$ cat src/rtl/serial_link_pkg.sv
// ---------------------------------------------------------------------------
// serial_link_pkg
//
// Purpose:
//   Shared definitions for the team's serial link. Both the transmitter
//   (serial_frame_tx) and the matching deserializer import this package, so
//   the frame states and line levels stay in agreement on both ends.
//
// Contents:
//   txState_e  - frame state machine encoding (IDLE, START, DATA, PARITY, STOP)
//   LINE_IDLE  - level held on the line between frames
//   START_LVL  - level of the start bit
//   STOP_LVL   - level of the stop bit
// ---------------------------------------------------------------------------
package serial_link_pkg;

    // Frame sequencing: IDLE -> START -> DATA -> (PARITY) -> STOP -> IDLE.
    typedef enum logic [2:0] {
        IDLE   = 3'd0,
        START  = 3'd1,
        DATA   = 3'd2,
        PARITY = 3'd3,
        STOP   = 3'd4
    } txState_e;

    // Line levels. The line idles high so a falling edge marks a start bit.
    localparam logic LINE_IDLE = 1'b1;
    localparam logic START_LVL = 1'b0;
    localparam logic STOP_LVL  = 1'b1;

endpackage

$ cat src/rtl/serial_frame_tx_baud_tick_gen.sv
// ---------------------------------------------------------------------------
// baud_tick_gen
//
// Purpose:
//   Bit-period timer for the serial transmitter. While enabled it counts
//   0..BAUD_DIV-1 and raises tick_o during the final cycle of every bit
//   period, then wraps to 0. While disabled the counter is held at 0, so the
//   first bit after enabling always lasts a full BAUD_DIV cycles.
//
// Parameters:
//   BAUD_DIV - clock cycles per serial bit (>= 1)
//
// Ports:
//   clk     in   rising-edge clock
//   rst_n   in   asynchronous active-low reset
//   en_i    in   count enable; counter clears when low
//   tick_o  out  high in the last cycle of each bit period
// ---------------------------------------------------------------------------
module baud_tick_gen #(
    parameter int BAUD_DIV = 4
) (
    input  logic clk,
    input  logic rst_n,
    input  logic en_i,
    output logic tick_o
);

    // With BAUD_DIV=1 $clog2 would give 0, so the counter is kept one bit
    // wide; it then sits at 0 and every enabled cycle is a tick.
    localparam int CNT_W = (BAUD_DIV > 1) ? $clog2(BAUD_DIV) : 1;
    localparam logic [CNT_W-1:0] LAST_CNT = CNT_W'(BAUD_DIV - 1);

    logic [CNT_W-1:0] baudCnt_q;
    logic [CNT_W-1:0] baudCnt_d;

    // The counter wraps on the last count so it never leaves 0..BAUD_DIV-1,
    // and it is forced to zero whenever the transmitter is idle.
    always_comb begin
        baudCnt_d = baudCnt_q;
        if (!en_i) begin
            baudCnt_d = '0;
        end else if (baudCnt_q == LAST_CNT) begin
            baudCnt_d = '0;
        end else begin
            baudCnt_d = baudCnt_q + 1'b1;
        end
    end

    // Counter register with asynchronous clear.
    always_ff @(posedge clk or negedge rst_n) begin
        if (!rst_n) begin
            baudCnt_q <= '0;
        end else begin
            baudCnt_q <= baudCnt_d;
        end
    end

    assign tick_o = en_i && (baudCnt_q == LAST_CNT);

endmodule

$ cat src/rtl/serial_frame_tx.sv
// ---------------------------------------------------------------------------
// serial_frame_tx
//
// Purpose:
//   Parallel-in, serial-out frame transmitter. A DATA_W-bit word taken over
//   a valid/ready handshake is sent as: start bit (0), data LSB first,
//   optional parity bit, stop bit (1). Each bit lasts BAUD_DIV clock cycles.
//   The serial output is registered, so the start bit appears in the cycle
//   right after the accepting clock edge.
//
// Parameters:
//   DATA_W   - payload width (>= 2)
//   BAUD_DIV - clock cycles per bit (>= 1)
//   PAR_EN   - 1 inserts a parity bit after the data, 0 omits it
//   PAR_ODD  - 0 even parity (XOR of data), 1 odd parity (inverse)
//
// Ports:
//   clk         in   rising-edge clock
//   rst_n       in   asynchronous active-low reset
//   tx_data_i   in   word to send, sampled only on handshake
//   tx_valid_i  in   tx_data_i is valid
//   tx_ready_o  out  a word can be accepted this cycle (IDLE only)
//   ser_out_o   out  serial line, idles high
//   busy_o      out  a frame is in progress (START..STOP)
//   done_o      out  one-cycle pulse in the first IDLE cycle after STOP
// ---------------------------------------------------------------------------
module serial_frame_tx
    import serial_link_pkg::*;
#(
    parameter int DATA_W   = 8,
    parameter int BAUD_DIV = 4,
    parameter int PAR_EN   = 1,
    parameter int PAR_ODD  = 0
) (
    input  logic              clk,
    input  logic              rst_n,
    input  logic [DATA_W-1:0] tx_data_i,
    input  logic              tx_valid_i,
    output logic              tx_ready_o,
    output logic              ser_out_o,
    output logic              busy_o,
    output logic              done_o
);

    localparam int BIT_W = $clog2(DATA_W);
    localparam logic [BIT_W-1:0] LAST_BIT = BIT_W'(DATA_W - 1);
    localparam logic PAR_INV = (PAR_ODD != 0);

    txState_e          state_q;
    txState_e          state_d;
    logic [DATA_W-1:0] shiftReg_q;
    logic [DATA_W-1:0] shiftReg_d;
    logic [BIT_W-1:0]  bitCnt_q;
    logic [BIT_W-1:0]  bitCnt_d;
    logic              parity_q;
    logic              parity_d;
    logic              serOut_q;
    logic              serOut_d;
    logic              done_q;
    logic              done_d;

    logic              baudTick;
    logic              accept;

    // Bit timer runs only while a frame is on the line, so it always starts
    // a new frame from count zero.
    baud_tick_gen #(
        .BAUD_DIV (BAUD_DIV)
    ) u_baud_tick_gen (
        .clk    (clk),
        .rst_n  (rst_n),
        .en_i   (state_q != IDLE),
        .tick_o (baudTick)
    );

    assign accept = tx_valid_i && (state_q == IDLE);

    // Next-state logic. The word and its parity are captured at accept time,
    // so later changes on tx_data_i cannot disturb the frame in flight. The
    // shift register moves right on every data bit boundary, which leaves the
    // next data bit in bit 0.
    always_comb begin
        state_d    = state_q;
        shiftReg_d = shiftReg_q;
        bitCnt_d   = bitCnt_q;
        parity_d   = parity_q;
        done_d     = 1'b0;

        case (state_q)
            IDLE: begin
                if (accept) begin
                    state_d    = START;
                    shiftReg_d = tx_data_i;
                    parity_d   = (^tx_data_i) ^ PAR_INV;
                    bitCnt_d   = '0;
                end
            end

            START: begin
                if (baudTick) begin
                    state_d  = DATA;
                    bitCnt_d = '0;
                end
            end

            DATA: begin
                if (baudTick) begin
                    shiftReg_d = shiftReg_q >> 1;
                    if (bitCnt_q == LAST_BIT) begin
                        bitCnt_d = '0;
                        state_d  = (PAR_EN != 0) ? PARITY : STOP;
                    end else begin
                        bitCnt_d = bitCnt_q + 1'b1;
                    end
                end
            end

            PARITY: begin
                if (baudTick) begin
                    state_d = STOP;
                end
            end

            STOP: begin
                if (baudTick) begin
                    state_d = IDLE;
                    done_d  = 1'b1;
                end
            end

            default: begin
                state_d = IDLE;
            end
        endcase
    end

    // Line level is derived from the state being entered, so the registered
    // output changes on the same edge as the state and no bit is delayed by
    // an extra cycle.
    always_comb begin
        serOut_d = LINE_IDLE;
        case (state_d)
            IDLE:    serOut_d = LINE_IDLE;
            START:   serOut_d = START_LVL;
            DATA:    serOut_d = shiftReg_d[0];
            PARITY:  serOut_d = parity_d;
            STOP:    serOut_d = STOP_LVL;
            default: serOut_d = LINE_IDLE;
        endcase
    end

    // State and datapath registers. Reset drives the line high at once and
    // drops any partial frame without a done pulse.
    always_ff @(posedge clk or negedge rst_n) begin
        if (!rst_n) begin
            state_q    <= IDLE;
            shiftReg_q <= '0;
            bitCnt_q   <= '0;
            parity_q   <= 1'b0;
            serOut_q   <= LINE_IDLE;
            done_q     <= 1'b0;
        end else begin
            state_q    <= state_d;
            shiftReg_q <= shiftReg_d;
            bitCnt_q   <= bitCnt_d;
            parity_q   <= parity_d;
            serOut_q   <= serOut_d;
            done_q     <= done_d;
        end
    end

    assign ser_out_o  = serOut_q;
    assign tx_ready_o = (state_q == IDLE);
    assign busy_o     = (state_q != IDLE);
    assign done_o     = done_q;

endmodule

$ cat config.mk
export PLATFORM = sky130hd
export DESIGN_NAME = serial_frame_tx
export DESIGN_NICKNAME = d
export VERILOG_FILES = /design/src/rtl/serial_link_pkg.sv /design/src/rtl/serial_frame_tx_baud_tick_gen.sv /design/src/rtl/serial_frame_tx.sv
export SDC_FILE = /design/constraint.sdc
export NUM_CORES = 1
export LEC_CHECK = 0
export CAP_MARGIN = 15
export CORE_MARGIN = 4
export CORE_UTILIZATION = 44
export CTS_BUF_LIST = sky130_fd_sc_hd__clkbuf_16
export DETAILED_ROUTE_END_ITERATION = 8
export PLACE_DENSITY_LB_ADDON = 0.15
export SETUP_SLACK_MARGIN = 0.15
export SLEW_MARGIN = 20
export SYNTH_ARGS = -nofsm -noshare
export SYNTH_HDL_FRONTEND = slang
export SYNTH_SLANG_ARGS = --single-unit
$ cat constraint.sdc
create_clock -name clk -period 1.45 [get_ports clk]
set_input_delay 0.29 -clock clk [delete_from_list [all_inputs] [get_ports clk]]
set_output_delay 0.29 -clock clk [all_outputs]
set_load 0.01 [all_outputs]
==> results of run 1 <==
==> report_power, final <==
group / leakage [nW] / total (mW) / internal (mW) / switching [mW]
Sequential: 0.238 / 0.884 / 0.749 / 0.135
Combinational: 0.423 / 1.49 / 0.798 / 0.697
Clock: 0.0423 / 0.550 / 0.366 / 0.183
==> worst paths after layout <==
kind | start | endpoint | slack (ps) | cells past startpoint
worst max-delay path | state_q[1] | bitCnt_q[0] | 4 | 6
worst min-delay path | rst_n | state_q[2] | 370 | 2
worst max register to register | state_q[1] | bitCnt_q[0] | 4 | 6
max in group asynchronous | rst_n | ser_out_o | 830 | 2
worst min register to register | shiftReg_q[2] | shiftReg_q[2] | 480 | 2
min in group clk | shiftReg_q[2] | shiftReg_q[2] | 480 | 2
==> cell type report <==
cell class | count | area [um2] | share of cell area, %
Multi-Input combinational cell | 68 | 611 | 38.5
Sequential cell | 19 | 477 | 30.1
Timing Repair Buffer | 42 | 372 | 23.5
Clock buffer | 3 | 75.1 | 4.74
Tap cell | 28 | 35.0 | 2.21
Inverter | 3 | 11.3 | 0.711
Clock inverter | 1 | 3.75 | 0.237
==> metal layers <==
layer	vias up	share of wire (%)	GRT usage (%)
li1	416	-	-
met1	414	42	18.6
met2	6	53	25.2
met3	5	2.9	4.37
met4	0	1.9	6.10
met5	-	0	0
==> per-stage QoR <==
stage | TNS (ps) | instances | util (%)
detailed placement | -1520 | 148 | 58.9
finish | 0 | 164 | 71.6
global route | -139 | 164 | 71.6
global placement | -1190 | 148 | 58.9
floorplan | -16.1 | 96 | -
CTS | 0 | 162 | 67.8
==> critical path, cell delays in order (launching register included) <==
cell     delay, ps
dfrtp_1        400
buf_6          150
buf_4          130
nor2_4          90
a22oi_2        100
nor2_2         140
mux2_4         310
==> state kept, by name, indices dropped and copies added (netlist names) <==
name,flops
bitCnt_q,3
parity_q,1
ser_out_o,1
u_baud_tick_gen.baudCnt_q,2
done_o,1
shiftReg_q,8
state_q,3
==> kinds of logic (layout without fill, tap and decap cells) <==
| group | after synthesis | in the layout | share of synthesized area (%) |
|---|---|---|---|
| AO/OA/AOI/OAI | 22 | 22 | 16.7 |
| multiplexers | 1 | 1 | 1.45 |
| adder cells (fa/ha/maj) | 3 | 3 | 3.64 |
| AND/OR/NAND/NOR | 34 | 34 | 18.8 |
| flip-flops | 19 | 19 | 46.2 |
| XOR/XNOR | 8 | 8 | 6.79 |
| buffers and inverters | 9 | 49 | 6.42 |
==> what timing repair did <==
item,CTS,global route
pin swaps,8,7
hold buffers,0,0
endpoints found under the setup margin,18,17
buffers inserted,10,2
resized for setup,26,13
==> cells in the final DEF, fill, tap and decap left out, types with 2 or more instances in the layout <==
cell type,netlist,routed
buf_4,0,21
dfrtp_1,18,18
nand2_1,15,14
clkdlybuf4s50_1,0,10
buf_6,4,8
xnor2_1,7,7
inv_1,3,4
a22oi_1,7,4
a22oi_2,1,4
clkbuf_16,0,3
nor3_1,3,2
a21oi_2,1,2
nor2_4,0,2
a21boi_2,1,2
nor2b_1,2,2
o31ai_4,0,2
nand3_1,2,2
ha_4,0,2
==> impl_results.md, run 1 <==
- Pleak: 0.704 nW
- P per Cell Area: 1850 mW/mm2
- Most common library cells after synthesis: 18 x dfrtp_1, 15 x nand2_1, 7 x a22oi_1, 7 x xnor2_1
- Final hold vios: 0
- Run status: completed
- Largest net degree at the start of global routing: 20
- ANT cells: 0
- Worst-margin pin slew: 265 ps
- Core area: 0.00221 mm2
- Startpoint types: register
- Drt via density: 5.13
- Row count: 17
- Layout area overhead: 53.5%
- Initial detailed-routing violation count: 3
- Clk slew on worst S/H paths: 50 ps
- Yosys cell types: 33
- Slew Limit Fails: 0
- Synthesized flop and latch total: 19
- CTS tree: built
- WL/cell: 13.1 um
- Top post-synthesis cells by area: dfrtp_1 44%, xnor2_1 5.9%, nand2_1 5.5%, a22oi_1 5.1%, buf_6 4.4%
- Max-cap violations: 0
- Pre-antenna DRT Iters: 4
- Clk Latency, worst-skew pair: 250 ps
- Placed cell area: 0.00130 mm2
- Chip width: 56.4 um
- Layout cells sized above 1: 44.9%
- Grt ovf: 0
- Hold Path Class: primary input to asynchronous set/reset pin
- Die area: 0.00318 mm2
- IO Port Bufs: 14
- Crit path DAT: 1580 ps
- CTS max path bufs: 2
- Final setup vio count: 0
- Post-synth EDFFs: 0
- Hold slack: 367 ps
- Syn_nets: 110
- Slew HR: 82.4%
- Ys flop type: dfrtp_1
- Vias in the first global route: 815
- Total GRT Usage: 15.3%
- Total CTS buffers: 3
- Cells after synthesis: 96
- Total Power: 2.93 mW
- Post-Place Worst Slack: -234 ps
- # DRC: 0
- Post-synth top area cell: dfrtp_1
- Initial Utilization: 46.7%
- Root Driver: clkbuf_16
- Fill count: 162
- Vias: 841
- Most common cell in the netlist: dfrtp_1
- Fin crit share: 99.7%
- Post-synth top area share: 43.6%
- Final WL: 2.15 mm
- Antenna viol nets, final: 0
- Num ports: 15
- Sink Count: 19
- Crit Path Max Fanout: 8
- Clock Skew: 2.47 ps
- Final HPWL DP: 1.42 mm
- Final instance area: 0.00158 mm2
- Final layout net count: 151
- Post-Syn Area per Cell: 10.8 um2
- Async S/R FF share, synth: 100%
- Initial antenna violation count: 0
- RSZ-0062 raised after global routing: yes
- Critical Path RT: 1580 ps
- Yosys warns: 0
- Final setup margin: 4.03 ps
- Die height: 56.4 um
- Highest clock rate: 692 MHz
- H-tree depth: 1
- First-pass GRT wire length: 3.73 mm
- Mapped cell area: 0.00103 mm2
- Peak supply drop: 1250 uV
- GPL Wtd Cong: 0.693
- Crit end category: register
- Sequential area share after synthesis: 46.2%
- Crit path kind: register to register
- Final Critical Period: 1450 ps
Power figures use the tool's default switching activity.
==> inputs of run 2 (changes only) <==
- GPL_ROUTABILITY_DRIVEN: unset -> 0
==> results of run 2 <==
No change in the layout: final DEF, timing and power equal those of run 1.
